### config.mk
export PLATFORM = sky130hd
export DESIGN_NAME = octal_ascii_accumulator
export DESIGN_NICKNAME = d
export VERILOG_FILES = /design/src/rtl/octal_ascii_accumulator.sv
export SDC_FILE = /design/constraint.sdc
export NUM_CORES = 1
export LEC_CHECK = 0
export BUFFER_PORTS_ARGS = -buffer_cell sky130_fd_sc_hd__buf_2
export CAP_MARGIN = 20
export CORE_UTILIZATION = 53
export DETAILED_ROUTE_END_ITERATION = 16
export PLACE_DENSITY = 0.82
export SYNTH_ARGS = -nofsm -noshare
export SYNTH_HDL_FRONTEND = slang
export SYNTH_SLANG_ARGS = --single-unit
export TNS_END_PERCENT = 10
### constraint.sdc
create_clock -name i_clk -period 2.1 [get_ports i_clk]
set_clock_uncertainty 0.15 [all_clocks]
set_input_delay 0.105 -clock i_clk [delete_from_list [all_inputs] [get_ports i_clk]]
set_output_delay 0.105 -clock i_clk [all_outputs]
set_load 0.02 [all_outputs]
### src/rtl/octal_ascii_accumulator.sv
// Assembles a CR/LF-terminated line of ASCII octal digits into a packed binary
// word and presents it, with digit count and error flag, on a valid/ready output.
module octal_ascii_accumulator #(
  parameter  int MAX_DIGITS = 4,
  localparam int W          = 3*MAX_DIGITS,
  localparam int CW         = $clog2(MAX_DIGITS+1)
) (
  input  logic          i_clk,
  input  logic          i_rst_n,
  input  logic          i_char_valid,
  input  logic [7:0]    i_char_data,
  output logic          o_char_ready,
  output logic          o_out_valid,
  input  logic          i_out_ready,
  output logic [W-1:0]  o_out_binary,
  output logic [CW-1:0] o_out_digits,
  output logic          o_out_error
);

  typedef enum logic [1:0] {S_IDLE, S_ACCUM, S_DISCARD, S_HOLD} state_t;

  state_t        r_state, w_state_nxt;
  logic [W-1:0]  r_acc, w_acc_nxt;
  logic [CW-1:0] r_cnt, w_cnt_nxt;
  logic          r_out_valid;
  logic [W-1:0]  r_out_binary;
  logic [CW-1:0] r_out_digits;
  logic          r_out_error;

  logic w_is_dig, w_is_term, w_char_hs, w_out_hs, w_ld_ok, w_ld_err;

  // '0'..'7' are exactly 0x30..0x37, so the upper five bits identify a digit
  assign w_is_dig  = (i_char_data[7:3] == 5'b00110);
  assign w_is_term = (i_char_data == 8'h0D) || (i_char_data == 8'h0A);
  // ready comes from registered state only, so no path from i_out_ready
  assign o_char_ready = (r_state != S_HOLD);
  assign w_char_hs    = i_char_valid && o_char_ready;
  assign w_out_hs     = r_out_valid && i_out_ready;

  always_ff @(posedge i_clk or negedge i_rst_n) begin
    if (!i_rst_n) begin
      r_state <= S_IDLE;
      r_acc   <= '0;
      r_cnt   <= '0;
    end else begin
      r_state <= w_state_nxt;
      r_acc   <= w_acc_nxt;
      r_cnt   <= w_cnt_nxt;
    end
  end

  always_comb begin
    w_state_nxt = r_state;
    w_acc_nxt   = r_acc;
    w_cnt_nxt   = r_cnt;
    w_ld_ok     = 1'b0;
    w_ld_err    = 1'b0;
    case (r_state)
      S_IDLE, S_ACCUM: begin
        if (w_char_hs) begin
          if (w_is_dig) begin
            if (r_cnt == CW'(MAX_DIGITS)) begin
              w_state_nxt = S_DISCARD;
            end else begin
              w_acc_nxt   = {r_acc[W-4:0], i_char_data[2:0]};
              w_cnt_nxt   = r_cnt + CW'(1);
              w_state_nxt = S_ACCUM;
            end
          end else if (w_is_term) begin
            // a terminator with no digits is an empty line and is dropped
            if (r_state == S_ACCUM) begin
              w_ld_ok     = 1'b1;
              w_state_nxt = S_HOLD;
            end
          end else begin
            w_state_nxt = S_DISCARD;
          end
        end
      end
      S_DISCARD: begin
        if (w_char_hs && w_is_term) begin
          w_ld_err    = 1'b1;
          w_state_nxt = S_HOLD;
        end
      end
      S_HOLD: begin
        if (w_out_hs) begin
          w_acc_nxt   = '0;
          w_cnt_nxt   = '0;
          w_state_nxt = S_IDLE;
        end
      end
      default: w_state_nxt = S_IDLE;
    endcase
  end

  // result registers keep their last value after the handshake
  always_ff @(posedge i_clk or negedge i_rst_n) begin
    if (!i_rst_n) begin
      r_out_valid  <= 1'b0;
      r_out_binary <= '0;
      r_out_digits <= '0;
      r_out_error  <= 1'b0;
    end else if (w_ld_ok) begin
      r_out_valid  <= 1'b1;
      r_out_binary <= r_acc;
      r_out_digits <= r_cnt;
      r_out_error  <= 1'b0;
    end else if (w_ld_err) begin
      r_out_valid  <= 1'b1;
      r_out_binary <= '0;
      r_out_digits <= '0;
      r_out_error  <= 1'b1;
    end else if (w_out_hs) begin
      r_out_valid  <= 1'b0;
    end
  end

  assign o_out_valid  = r_out_valid;
  assign o_out_binary = r_out_binary;
  assign o_out_digits = r_out_digits;
  assign o_out_error  = r_out_error;

endmodule
==> results by group <==
Status
  • Status: finished clean

Final layout
  • Share of the core filled with cells: 70.0%
  • Diode count: 0
  • Final instance area: about 1800 µm²
  • Share of cells above drive strength 1: 33.5%
  • Layout area overhead: 19.8%
  • Final nets: 189

Logic synthesis
  • Post-Synthesis Net Count: around 150
  • Syn Std Cell Area: 1500 µm²
  • #FFs+latches synth: 34
  • Most numerous cell in the Yosys netlist: dfrtp_1
  • Synth area leader: dfrtp_1
  • Mapped Avg Cell Area: between 10 and 15 µm²
  • Post-synth EDFFs: 0
  • Seq/Total Area, Yosys: between 50% and 60%
  • Syn Inst Count: about 130
  • Post-synth ARST share: between 90% and 100%
  • Post-synth top cells: dfrtp_1, nand2_1, o21ai_0, a22o_2, a22o_1
  • Ys Warns: 0
  • Top FF cell, synth: dfrtp_1
  • Synth cell types: 31
  • Synth area leaders: dfrtp_1, nand2_1, a22o_2
  • Top-area cell type share of the netlist area: between 50% and 60%

Timing
  • Minimum clock period: ~2.1 ns
  • Setup violators final: 0
  • Slew @ Worst Pin: around 0.74 ns
  • F_max: approximately 480 MHz
  • Hold Vio Cnt, Final: 0
  • Slew HR: between 50% and 60%
  • Slew Viols, Final: 0
  • Tcrit/Tclk final: roughly 100%
  • Setup_tns: 0 ns

Setup path
  • Crit end category: flip-flop
  • Setup CP Type: in -> reg
  • Critical path data required time: approximately 2.2 ns
  • CP Launch Type: input port
  • Worst R2R Setup Slack: approximately 0.14 ns
  • Max FO, Critical Path: 16
  • Critical-path top delay cell: dlygate4sd3_1
  • CP Data Arrival Time: about 2.2 ns
  • Most frequent CP cell: buf_4
  • CP delay by family, top: buffers and inverters
  • CP peak stage delay: around 0.52 ns
  • Crit path cell chain: dlygate4sd3_1 -> buf_2 -> or3b_2 -> a211oi_4 -> buf_4 -> and3_1 -> buf_4 -> a22o_2
  • Buf/Inv on CP: 4

Placement
  • DP Area: approximately 1600 µm²
  • Hpwl dp: between 1500 and 2000 µm
  • Final GP Congestion: between 0.8 and 0.9
  • PortBufs: 29

Die
  • Die W: around 55 µm
  • Core Box Area: ~2600 µm²
  • Die Height: roughly 55 µm
  • Ports: 30
  • Die ar.: just over 3000 µm²
  • Initial Util: 58.4%
  • Core Rows: 18

GRT
  • Vias in the first global route: 1,148
  • Global Route Usage Sum: a little over a fifth
  • Global-route wire length before repair: 5200 µm
  • Total grt overflow: 0
  • Largest net degree at the start of global routing: 35
  • Antenna violations before repair: 0

Power and ir drop
  • Pleak: ~0.89 nW
  • Internal power: approximately 0.85 mW
  • Comb pwr share: 5.7%
  • Final Power: ~1.1 mW
  • Power density cells: 620 nW/µm²
  • Seq pwr share: around 60%
  • Part of the power in the clock network: approximately a third
  • Sw power: around 0.27 mW
  • Worst VDD drop: 0.000505 V
  • Switching Share: approximately a quarter

Clock tree
  • CTS root buffer: clkbuf_4
  • Clock Path Buffers: 2
  • H-tree depth: 2
  • TritonCTS Buffers: 5
  • CTS sink count: 34
  • CTS tree: done
  • Clock transition at path regs: ~0.1 ns
  • Clk_lat worst skew: around 0.33 ns

Route
  • Met1 WL: 1370 µm
  • Top Layer Used: met4
  • TritonRoute pass-1 iters: 4
  • Remaining antenna violation count: 0
  • DRC Markers: 0
  • WL met2: approximately 1500 µm
  • Vias: between 1k and 1.5k
  • Post-Route WL: slightly above 3000 µm
  • DR WL/cell: 15.0 µm
  • Drt via density: between 5 and 6
  • Met3 WL: approximately 210 µm
  • DRT iter0 DRCs: 25

Min path
  • Hold Path Class: in -> reg

Run
  • Max Cap Viol: 0
-- cells by family after synthesis --
group | after synthesis | synth area share (%)
multiplexers | 2 | 1.42
AO/OA/AOI/OAI | 38 | 19.4
AND/OR/NAND/NOR | 45 | 14.5
XOR/XNOR | 1 | 0.584
adder cells (fa/ha/maj) | 2 | 1.67
flip-flops | 34 | 56.7
buffers and inverters | 12 | 5.75
-- layout by cell type (no fill, tap or decap), drive strengths merged, types with 2 or more instances in the layout --
master       Yosys  routed
a22o            15      15
buf              3      35
clkbuf           5       6
dfrtp           34      34
dlygate4sd3      0       6
ha               2       2
inv              4       4
nand2           31      31
nand3            1       2
nand3b           2       2
nor2             3       3
nor3             2       2
o21ai           16      16
-- sequential cells by signal, summed over array words and instances (netlist names) --
register	count
o_out_binary	12
r_acc	12
o_out_digits	3
r_cnt	3
r_state	2
o_out_error	1
o_out_valid	1
-- path summary, 6_finish.rpt --
kind	cells past startpoint	startpoint	endpoint
worst max-delay path	8	i_char_data[1]	o_out_binary[1]
worst min-delay path	4	i_char_data[4]	o_out_error
worst max register to register	7	r_cnt[0]	r_acc[3]
worst min register to register	2	r_acc[9]	r_acc[9]
max in group asynchronous	2	i_rst_n	o_out_binary[4]
min in group asynchronous	2	i_rst_n	r_cnt[0]
-- power by group through the flow --
stage	Sequential (mW)	Combinational (mW)	Clock (mW)
after detailed placement	0.680	0.0537	0
after global placement	0.679	0.0520	0
after CTS	0.667	0.0630	0.390
final	0.667	0.0638	0.385
after floorplan	0.682	0.0170	0
after global routing	0.668	0.0735	0.427
-- per-layer routing --
metal,track usage [%],up-vias
li1,-,552
met1,29.1,546
met2,33.0,47
met3,7.73,7
met4,8.93,0
met5,0,-
-- what timing repair did --
action | 4_1_cts | 5_1_grt
resized for setup | 0 | 3
hold buffers | 6 | 0
hold endpoints to repair | 39 | 0
endpoints found under the setup margin | 0 | 14
buffers inserted | 0 | 3
-- through the flow --
step | hold slack [ns] | setup slack (ns) | instances
6_report | 0.0427 | 0.0136 | 206
5_1_grt | 0.0976 | -0.0367 | 206
4_1_cts | 0.00459 | 0.0212 | 202
3_5_place_dp | 0.0519 | 0.140 | 188
3_3_place_gp | 0.0460 | 0.209 | 188
2_1_floorplan | -0.341 | 0.138 | 134
-- area by class of cell --
class	count	area [µm²]
clock buffers	6	51.3
clock inverters	2	12.5
fillers	197	769
inverters	4	15.0
multi-input cells	89	581
flip-flops and latches	34	851
well taps	30	37.5
repair buffers	41	250
-- worst reg2reg max path, delay by kind of cell, from the launching register on --
| family | cells | cell delay, ns |
|---|---|---|
| compound gates | 3 | 0.75 |
| fa+ha+maj | 1 | 0.21 |
| buf+inv | 2 | 0.26 |
| flops | 1 | 0.42 |
| simple gates | 1 | 0.06 |
No activity file was read; power rests on OpenSTA's default activity.
